$ cat src/rtl/gb_cpu_common_pkg.sv
// Shared Game Boy CPU constants: M-cycle geometry and the CB prefix byte.
package gb_cpu_common_pkg;

    // T-cycles per M-cycle and deepest schedule the decoder may return.
    localparam int unsigned M_CYCLE_T_LEN = 4;
    localparam int unsigned MAX_M_CYCLES  = 6;

    // Opcode that selects the CB instruction table for the following byte.
    localparam logic [7:0] CB_PREFIX_OPCODE = 8'hCB;

    // Index of the final T-cycle inside an M-cycle.
    localparam logic [1:0] T_LAST = 2'(M_CYCLE_T_LEN - 1);

endpackage : gb_cpu_common_pkg

$ cat src/rtl/gb_cpu_decoder_pkg.sv
// Decoder-facing types: per-M-cycle control word and the instruction schedule.
package gb_cpu_decoder_pkg;

    import gb_cpu_common_pkg::*;

    // Address bus source for the M-cycle.
    typedef enum logic [1:0] {
        ADDR_PC  = 2'd0,
        ADDR_SP  = 2'd1,
        ADDR_HL  = 2'd2,
        ADDR_TMP = 2'd3
    } addr_sel_e;

    // Control word driven to the datapath for one M-cycle.
    typedef struct packed {
        addr_sel_e   addr_sel;
        logic        mem_rd;
        logic        mem_wr;
        logic        pc_inc;
        logic [3:0]  alu_op;
        logic [2:0]  src_sel;
        logic [2:0]  dst_sel;
        logic        ld_en;
    } control_t;

    // Opcode fetch only: read (PC), increment PC, no register side effects.
    localparam control_t FETCH_ONLY_CTRL = '{
        addr_sel: ADDR_PC,
        mem_rd:   1'b1,
        mem_wr:   1'b0,
        pc_inc:   1'b1,
        alu_op:   4'd0,
        src_sel:  3'd0,
        dst_sel:  3'd0,
        ld_en:    1'b0
    };

    // Full M-cycle schedule for one opcode, as returned by the decoder.
    typedef struct packed {
        logic [2:0]                          num_cycles;
        control_t [0:MAX_M_CYCLES-1]         cycles;
        logic                                cond_check;
        logic [2:0]                          cond_cycle;
    } schedule_t;

    // Clamp a raw cycle count into 1..MAX_M_CYCLES (0 is treated as 1).
    function automatic logic [2:0] eff_num_cycles(input logic [2:0] n);
        logic [2:0] r;
        if (n == 3'd0) begin
            r = 3'd1;
        end else if (n > 3'(MAX_M_CYCLES)) begin
            r = 3'(MAX_M_CYCLES);
        end else begin
            r = n;
        end
        return r;
    endfunction

endpackage : gb_cpu_decoder_pkg

$ cat src/rtl/gb_cpu_tcycle_counter.sv
// Free-running 2-bit T-cycle counter with a strobe on the last T-cycle.
module gb_cpu_tcycle_counter
    import gb_cpu_common_pkg::*;
(
    input  logic       clk,
    input  logic       rst_n,
    output logic [1:0] t_cycle_o,
    output logic       t3_o
);

    logic [1:0] t_q;
    logic [1:0] t_d;

    // Next T-cycle: natural 2-bit wrap 3 -> 0.
    always_comb begin
        t_d = t_q + 2'd1;
    end

    // T-cycle register, cleared asynchronously by reset.
    always_ff @(posedge clk or negedge rst_n) begin
        if (!rst_n) begin
            t_q <= 2'd0;
        end else begin
            t_q <= t_d;
        end
    end

    assign t_cycle_o = t_q;
    assign t3_o      = (t_q == T_LAST);

endmodule : gb_cpu_tcycle_counter

$ cat src/rtl/gb_cpu_sequencer.sv
// Game Boy CPU M-cycle sequencer: owns IR and the CB flag, walks the decoder
// schedule one M-cycle at a time, and overlaps the next opcode fetch with the
// last M-cycle of each instruction.
module gb_cpu_sequencer
    import gb_cpu_common_pkg::*;
    import gb_cpu_decoder_pkg::*;
(
    input  logic       clk,
    input  logic       rst_n,
    input  schedule_t  schedule,
    input  logic       cond_true,
    input  logic [7:0] data_in,
    output logic [7:0] opcode,
    output logic       cb_prefix,
    output control_t   ctrl,
    output logic [2:0] m_cycle,
    output logic [1:0] t_cycle,
    output logic       instr_done
);

    // Registered sequencer state.
    logic [7:0] ir_q,        ir_d;
    logic       cb_q,        cb_d;
    logic [2:0] m_q,         m_d;
    logic       cond_fail_q, cond_fail_d;

    // Derived per-M-cycle status.
    logic       t3_s;
    logic       prefix_pending_s;
    logic       last_s;
    logic       cond_hit_s;
    logic [2:0] num_eff_s;
    control_t   ctrl_s;

    gb_cpu_tcycle_counter u_tcnt (
        .clk       (clk),
        .rst_n     (rst_n),
        .t_cycle_o (t_cycle),
        .t3_o      (t3_s)
    );

    // Classify the current M-cycle: prefix fetch, last cycle, condition probe.
    always_comb begin
        num_eff_s        = eff_num_cycles(schedule.num_cycles);
        prefix_pending_s = (ir_q == CB_PREFIX_OPCODE) && !cb_q && (m_q == 3'd0);
        last_s           = (m_q == (num_eff_s - 3'd1)) || cond_fail_q || prefix_pending_s;
        cond_hit_s       = schedule.cond_check && (m_q == schedule.cond_cycle) && !cond_true;
    end

    // Select the control word; a failed condition or prefix byte only fetches.
    always_comb begin
        if (cond_fail_q || prefix_pending_s) begin
            ctrl_s = FETCH_ONLY_CTRL;
        end else if (m_q < 3'(MAX_M_CYCLES)) begin
            ctrl_s = schedule.cycles[m_q];
        end else begin
            ctrl_s = FETCH_ONLY_CTRL;
        end
    end

    // Next-state: advance at T3; on the last M-cycle load IR from the bus.
    always_comb begin
        ir_d        = ir_q;
        cb_d        = cb_q;
        m_d         = m_q;
        cond_fail_d = cond_fail_q;
        if (t3_s) begin
            if (last_s) begin
                ir_d        = data_in;
                m_d         = 3'd0;
                cond_fail_d = 1'b0;
                // Prefix byte arms the CB table; otherwise the CB instruction ends.
                cb_d        = prefix_pending_s;
            end else begin
                m_d = m_q + 3'd1;
                if (cond_hit_s) begin
                    cond_fail_d = 1'b1;
                end else begin
                    cond_fail_d = cond_fail_q;
                end
            end
        end else begin
            m_d = m_q;
        end
    end

    // Sequencer state registers, all returning to the implicit NOP on reset.
    always_ff @(posedge clk or negedge rst_n) begin
        if (!rst_n) begin
            ir_q        <= 8'h00;
            cb_q        <= 1'b0;
            m_q         <= 3'd0;
            cond_fail_q <= 1'b0;
        end else begin
            ir_q        <= ir_d;
            cb_q        <= cb_d;
            m_q         <= m_d;
            cond_fail_q <= cond_fail_d;
        end
    end

    assign opcode     = ir_q;
    assign cb_prefix  = cb_q;
    assign m_cycle    = m_q;
    assign ctrl       = ctrl_s;
    // The prefix fetch is not the end of an instruction, so it does not pulse.
    assign instr_done = t3_s && last_s && !prefix_pending_s;

endmodule : gb_cpu_sequencer

$ cat config.mk
export PLATFORM = sky130hd
export DESIGN_NAME = gb_cpu_sequencer
export DESIGN_NICKNAME = d
export VERILOG_FILES = /design/src/rtl/gb_cpu_common_pkg.sv /design/src/rtl/gb_cpu_decoder_pkg.sv /design/src/rtl/gb_cpu_tcycle_counter.sv /design/src/rtl/gb_cpu_sequencer.sv
export SDC_FILE = /design/constraint.sdc
export NUM_CORES = 1
export LEC_CHECK = 0
export CAP_MARGIN = 20
export CORE_ASPECT_RATIO = 0.9
export CORE_MARGIN = 2
export CORE_UTILIZATION = 32
export CTS_CLUSTER_DIAMETER = 200
export DETAILED_ROUTE_END_ITERATION = 7
export GPL_TIMING_DRIVEN = 1
export PLACE_DENSITY_LB_ADDON = 0.15
export REMOVE_ABC_BUFFERS = 1
export SYNTH_ARGS = -nofsm -noshare
export SYNTH_HDL_FRONTEND = slang
export SYNTH_SLANG_ARGS = --single-unit
export TNS_END_PERCENT = 5
$ cat constraint.sdc
create_clock -name clk -period 4.1 [get_ports clk]
set_input_delay 0.615 -clock clk [delete_from_list [all_inputs] [get_ports clk]]
set_output_delay 0.615 -clock clk [all_outputs]
set_load 0.05 [all_outputs]
==> results of run 1 <==
[cells in the mapped netlist, drive strengths merged, types with 2 or more instances]
master / count / area share, %
mux2: 22 / 15
mux4: 16 / 22
dfrtp: 15 / 23
nor2: 15 / 3.7
a22oi: 13 / 6.1
nand2: 11 / 2.6
buf: 6 / 1.7
inv: 6 / 1.4
o21ai: 6 / 1.9
clkbuf: 5 / 1.2
ha: 4 / 3.1
a21oi: 3 / 0.94
nand2b: 3 / 1.2
nor2b: 3 / 1.2
xnor2: 3 / 1.6
xor2: 3 / 1.6
a211oi: 2 / 0.94
a21boi: 2 / 1.6
mux2i: 2 / 1.2
nor3: 2 / 0.62
[how the worst max path moves through the flow]
stage                      end  slack [ps]  cells past startpoint
floorplan              ctrl[0]         190                      5
global placement    instr_done         780                     10
detailed placement  instr_done         720                     10
CTS                   ctrl[13]         640                      7
global route        instr_done         500                     10
finish                ctrl[13]         670                      7
[cell usage in the layout (no fill, tap or decap), types with 2 or more instances in the layout]
master,Yosys,final
dfrtp_1,15,14
xor2_1,3,3
a22oi_1,13,13
clkdlybuf4s50_1,0,129
xnor2_1,3,3
nor2_1,14,14
nor3_1,2,2
clkbuf_8,0,3
o21ai_0,6,6
mux2i_1,2,2
nor2b_1,3,3
nand2b_1,3,3
a211oi_1,2,2
mux2_2,22,22
inv_1,6,6
mux4_2,16,16
ha_1,4,4
buf_4,0,20
nand2_1,11,11
a21oi_1,3,3
[sequential cells by signal, summed over array words and instances (netlist names)]
| signal | flops |
|---|---|
| cb_prefix | 1 |
| cond_fail_q | 1 |
| m_cycle | 3 |
| opcode | 8 |
| u_tcnt.t_cycle_o | 2 |
[cell families after synthesis]
family,count (synthesis)
mux,40
compound gates,29
xor+xnor,6
simple gates,40
flops,15
fa+ha+maj,4
buf+inv,18
[critical path, cell delays in order (launching register included)]
cell	delay, ps
dfrtp_1	480
clkinv_1	100
ha_1	130
or4b_4	490
nor4_4	340
nor2_2	120
nand2_1	80
clkdlybuf4s50_1	820
[metrics by stage]
step / worst slack [ps] / cells
2_1_floorplan: 185.8 / 141
6_report: 672.4 / 359
5_1_grt: 498.6 / 359
3_5_place_dp: 718.5 / 355
4_1_cts: 636.1 / 359
3_3_place_gp: 780.1 / 355
[where the power goes]
part	leakage (uW)	switching, uW	internal (uW)
clock network	0.0000255	51.0	67.4
logic	0.00104	951	661
registers	0.000177	60.2	205
[final cells by class]
class	count	area share, %
clock inverters	1	0.1595
repair buffers	149	45.93
well taps	65	2.592
multi-input cells	119	37.16
clock buffers	3	1.316
inverters	7	0.8373
flip-flops and latches	15	12.00
[routing by layer]
metal,global-route usage (%),wire [um]
met2,34.47,2951
met4,4.094,42
met1,25.40,2310
met5,0,0
met3,3.316,345
==> metrics.yaml, run 1 <==
min_path_cells: 1
num_rows: 24
rsz0062_at_grt: "no"
async_flop_share_pct: 100.0
post_cts_buffers: 0
netlist_area_um2: 1603
post-route-drc-count: 0
status: "finished clean"
path_clk_slew_ps: 50
synthCells: 152
hpwlAfterDp_mm: 4.629
rr_endpoint: "opcode[7]$_DFFE_PN0P_"
fin_total_pwr_uw: 1995
synth-adder-area-share_pct: 3.123
fin_skew_ps: 3.598
overflow: 0
synthMuxAreaShare_pct: 39.19
grt_pass1_wl_mm: 8.597
hold_path_class: "register to register"
tightest_slew_ps: 683.2
ys_types: 33
grt_usage_pct: 19.60
fin_area_um2: 3138
r2r_cells: 7
slew_headroom_pct: 54.31
finalCriticalPeriod_ps: 3428
final_layout_size_suffix_gt1_share_pct: 23.13
multi_input_area_um2: 1166
hold_viol: 0
cellLeakagePower_uw: 0.001243
diodes: 0
hold_buffers: 0
ys_seq_area_share_pct: 23.42
p_per_area_nw_per_um2: 635.9
drtPass1Iterations: 4
final.setup.tns_ps: 0
pin_count: 145
vias: 1766
critPathRequiredTime_ps: 3480
ys_warn_count: 0
num-fill-cells: 420
worst-path-max-fanout: 8
area_growth_pct: 95.78
setup_viol: 0
max_clock_freq_ghz: 0.2917
place_congestion: 0.8273
drtIter0Drc: 45
postRouteAntennaNets: 0
clock-sinks: 15
cts_buffers: 3
ys_seq_elements: 15
dieArea_um2: 5592
cts_tree: "yes"
synth_xor_area_share_pct: 3.279
cts-resized-gates: 0
core_area_um2: 4835
cts_buffer_depth: 2
r2r-start: "m_cycle[1]$_DFFE_PN0N_"
via_per_inst: 4.919
finish.utilization_pct: 64.91
post_drt_wl_per_cell_um: 15.74
r2r_setup_slack_ps: 1630
maxSlewViolCount: 0
period_share_pct: 83.60
antenna_found_initial: 0
start_util_pct: 33.15
drv_cap: 0
criticalPathCategory: "register to output port"
synth_top_family_by_area: "multiplexers"
grt_pass1_vias: 1687
synth_edf_count: 0
clk_latency_ps: 250
final_nets: 413
vdd_drop_max_v: 0.0003146
hold_end: "u_tcnt.t_cycle_o[0]$_DFF_PN0_"
fin_hold_ws_ps: 455.5
place_area_um2: 3092
cts-root-buf: "clkbuf_8"
hold_start: "u_tcnt.t_cycle_o[0]$_DFF_PN0_"
endpoint_kind: "output port"
port-buffer-count: 144
avgSynthCellArea_um2: 10.54
startpoint: "m_cycle[1]$_DFFE_PN0N_"
final-seq-area_um2: 376.6
die_y_um: 71.14
routed_wl_mm: 5.649
synth_ff_type: "dfrtp_1"
die_w_um: 78.60
grt_max_degree: 38
cts_max_level: 1
cp.arrival_ps: 2810
worst_setup_path_start_kind: "register"
synth-simple-area-share_pct: 13.11
synth_compound_area_share_pct: 13.35
Power figures use the tool's default switching activity.
==> run 2: changes to the inputs <==
==> constraint.sdc (replaced) <==
create_clock -name clk -period 3.28 [get_ports clk]
set_input_delay 0.492 -clock clk [delete_from_list [all_inputs] [get_ports clk]]
set_output_delay 0.492 -clock clk [all_outputs]
set_load 0.05 [all_outputs]
==> metrics.yaml, run 2 (synthesis gave the netlist of run 1 again) <==
status: "finished clean"
grt_pass1_wl_mm: 9.377  # +9.1%
critPathRequiredTime_ps: 2790  # -690 ps
port-buffer-count: 144  # unchanged
die_w_um: 78.60  # unchanged
vdd_drop_max_v: 0.0005311  # +69%
final_nets: 415  # +0.48%
cp.arrival_ps: 2590  # -220 ps
via_per_inst: 5.008  # +1.8%
cts-root-buf: "clkbuf_8"
layout.cells.non_filler: 361  # +0.56%
cts_buffer_depth: 2  # unchanged
layout_common_cells: "clkdlybuf4s50_1, mux2_2, buf_4, mux4_2"
tightest_slew_ps: 676.5  # -6.715 ps
dp_worst_setup_slack_ps: 160.2  # -558.4 ps
cts_max_level: 1  # unchanged
area_growth_pct: 98.91
antenna_found_initial: 0  # unchanged
worst_slack_ps: 197.3  # -475.1 ps
fin_total_pwr_uw: 2572  # +29%
hold_viol: 0  # unchanged
slew_headroom_pct: 54.76  # +0.45 points
hpwlAfterDp_mm: 4.861  # +5.0%
worst_setup_path_start_kind: "input pin"
vias: 1808  # +2.4%
grt_pass1_vias: 1860  # +10%
drv_cap: 0  # unchanged
place_area_um2: 3132  # +1.3%
fin_skew_ps: 6.752  # +3.154 ps
start_util_pct: 33.15  # unchanged
grt_usage_pct: 21.95  # +2.3 points
finish.utilization_pct: 65.94  # +1.0 points
core_area_um2: 4835  # unchanged
diodes: 0  # unchanged
die_y_um: 71.14  # unchanged
drtPass1Iterations: 4  # unchanged
hold_buffers: 0  # unchanged
largest_reg_flops: 8  # unchanged
post_drt_wl_per_cell_um: 16.74  # +6.4%
pin_count: 145  # unchanged
clk_latency_ps: 260  # about the same
finalCriticalPeriod_ps: 3083
worst-path-max-fanout: 4  # -4
fin_area_um2: 3188  # +1.6%
place_congestion: 0.8098  # -2.1%
setup_viol: 0  # unchanged
num_rows: 24  # unchanged
final_common_cell: "clkdlybuf4s50_1"
postRouteAntennaNets: 0  # unchanged
drtIter0Drc: 50  # +11%
dp_cells: 356  # +0.28%
cts_buffers: 3  # unchanged
dieArea_um2: 5592  # unchanged
cellLeakagePower_uw: 0.001266  # +1.9%
routed_wl_mm: 6.043  # +7.0%
clock-sinks: 15  # unchanged
p_per_area_nw_per_um2: 806.9  # +27%
overflow: 0  # unchanged
cts_tree: "yes"
path_clk_slew_ps: 60  # about the same
endpoint_kind: "output port"
grt_max_degree: 38  # unchanged
period_share_pct: 93.99
post-route-drc-count: 0  # unchanged
rsz0062_at_grt: "no"
criticalPathCategory: "input pin to output port"
final_layout_size_suffix_gt1_share_pct: 24.66  # +1.5 points
max_clock_freq_ghz: 0.3244
maxSlewViolCount: 0  # unchanged
hold_path_class: "register to register"
-- run 2: cell types whose count changed in the layout (fill, tap and decap cells not counted) --
cell	delta
buf_12	+3
clkdlybuf4s50_1	-2
buf_4	+1
nor2b_1	-1
nor2b_2	+1
-- run 2: layout make-up --
cell class              instances  area (um^2)
inverters                       7        26.28
fillers                       402         1647
repair buffers                151         1489
well taps                      65        81.33
flip-flops and latches         15        376.6
multi-input cells             119         1169
clock inverters                 1        5.005
clock buffers                   3        41.29
-- run 2: report_power, final --
group,switching [uW],total [uW],internal (uW)
clock network,70.8,155,84.3
registers,55.3,312,257
logic,1230,2110,873
-- run 2: final timing paths --
check | slack, ps | end | start | cells past startpoint
worst max register to register | 750 | opcode[4]$_DFFE_PN0P_ | m_cycle[1]$_DFFE_PN0N_ | 8
worst min register to register | 450 | u_tcnt.t_cycle_o[0]$_DFF_PN0_ | u_tcnt.t_cycle_o[0]$_DFF_PN0_ | 1
worst max-delay path | 200 | instr_done | schedule[102] | 10
min in group asynchronous | 650 | cb_prefix$_DFFE_PN0P_ | rst_n | 1
worst min-delay path | 450 | u_tcnt.t_cycle_o[0]$_DFF_PN0_ | u_tcnt.t_cycle_o[0]$_DFF_PN0_ | 1
max in group asynchronous | 2160 | m_cycle[0]$_DFFE_PN0N_ | rst_n | 1
-- run 2: worst max-delay path: stages --
cell             delay (ps)
clkdlybuf4s50_1         550
nand2b_1                100
a21oi_1                 160
ha_1                    170
xor2_1                  180
xnor2_1                 140
o211ai_1                120
a21boi_0                270
nor2b_2                 250
buf_12                  150
-- run 2: per-layer routing --
layer,wire [um],up-vias,global-route usage [%]
met5,0,-,0
met4,152,0,8.187
met3,350,13,4.082
met2,3203,72,39.70
met1,2337,857,25.83
li1,-,866,-
-- run 2: timing repair --
action | 4_1_cts | 5_1_grt
setup buffers | 0 | 0
resized for setup | 0 | 1
endpoints found under the setup margin | 0 | 1
-- run 2: stage by stage --
stage          setup TNS (ps)  hold slack (ps)
4_1_cts                     0            454.6
5_1_grt                     0            501.1
2_1_floorplan           -7683            196.4
6_report                    0            452.9
3_5_place_dp                0            445.5
3_3_place_gp                0            441.4
==> run 3: changes to the inputs <==
--- a/config.mk
+++ b/config.mk
@@ -17,4 +17,4 @@
 export SYNTH_ARGS = -nofsm -noshare
 export SYNTH_HDL_FRONTEND = slang
 export SYNTH_SLANG_ARGS = --single-unit
-export TNS_END_PERCENT = 5
+export TNS_END_PERCENT = 100
==> results of run 3 <==
Final layout, timing and power as in run 2 (identical DEF).
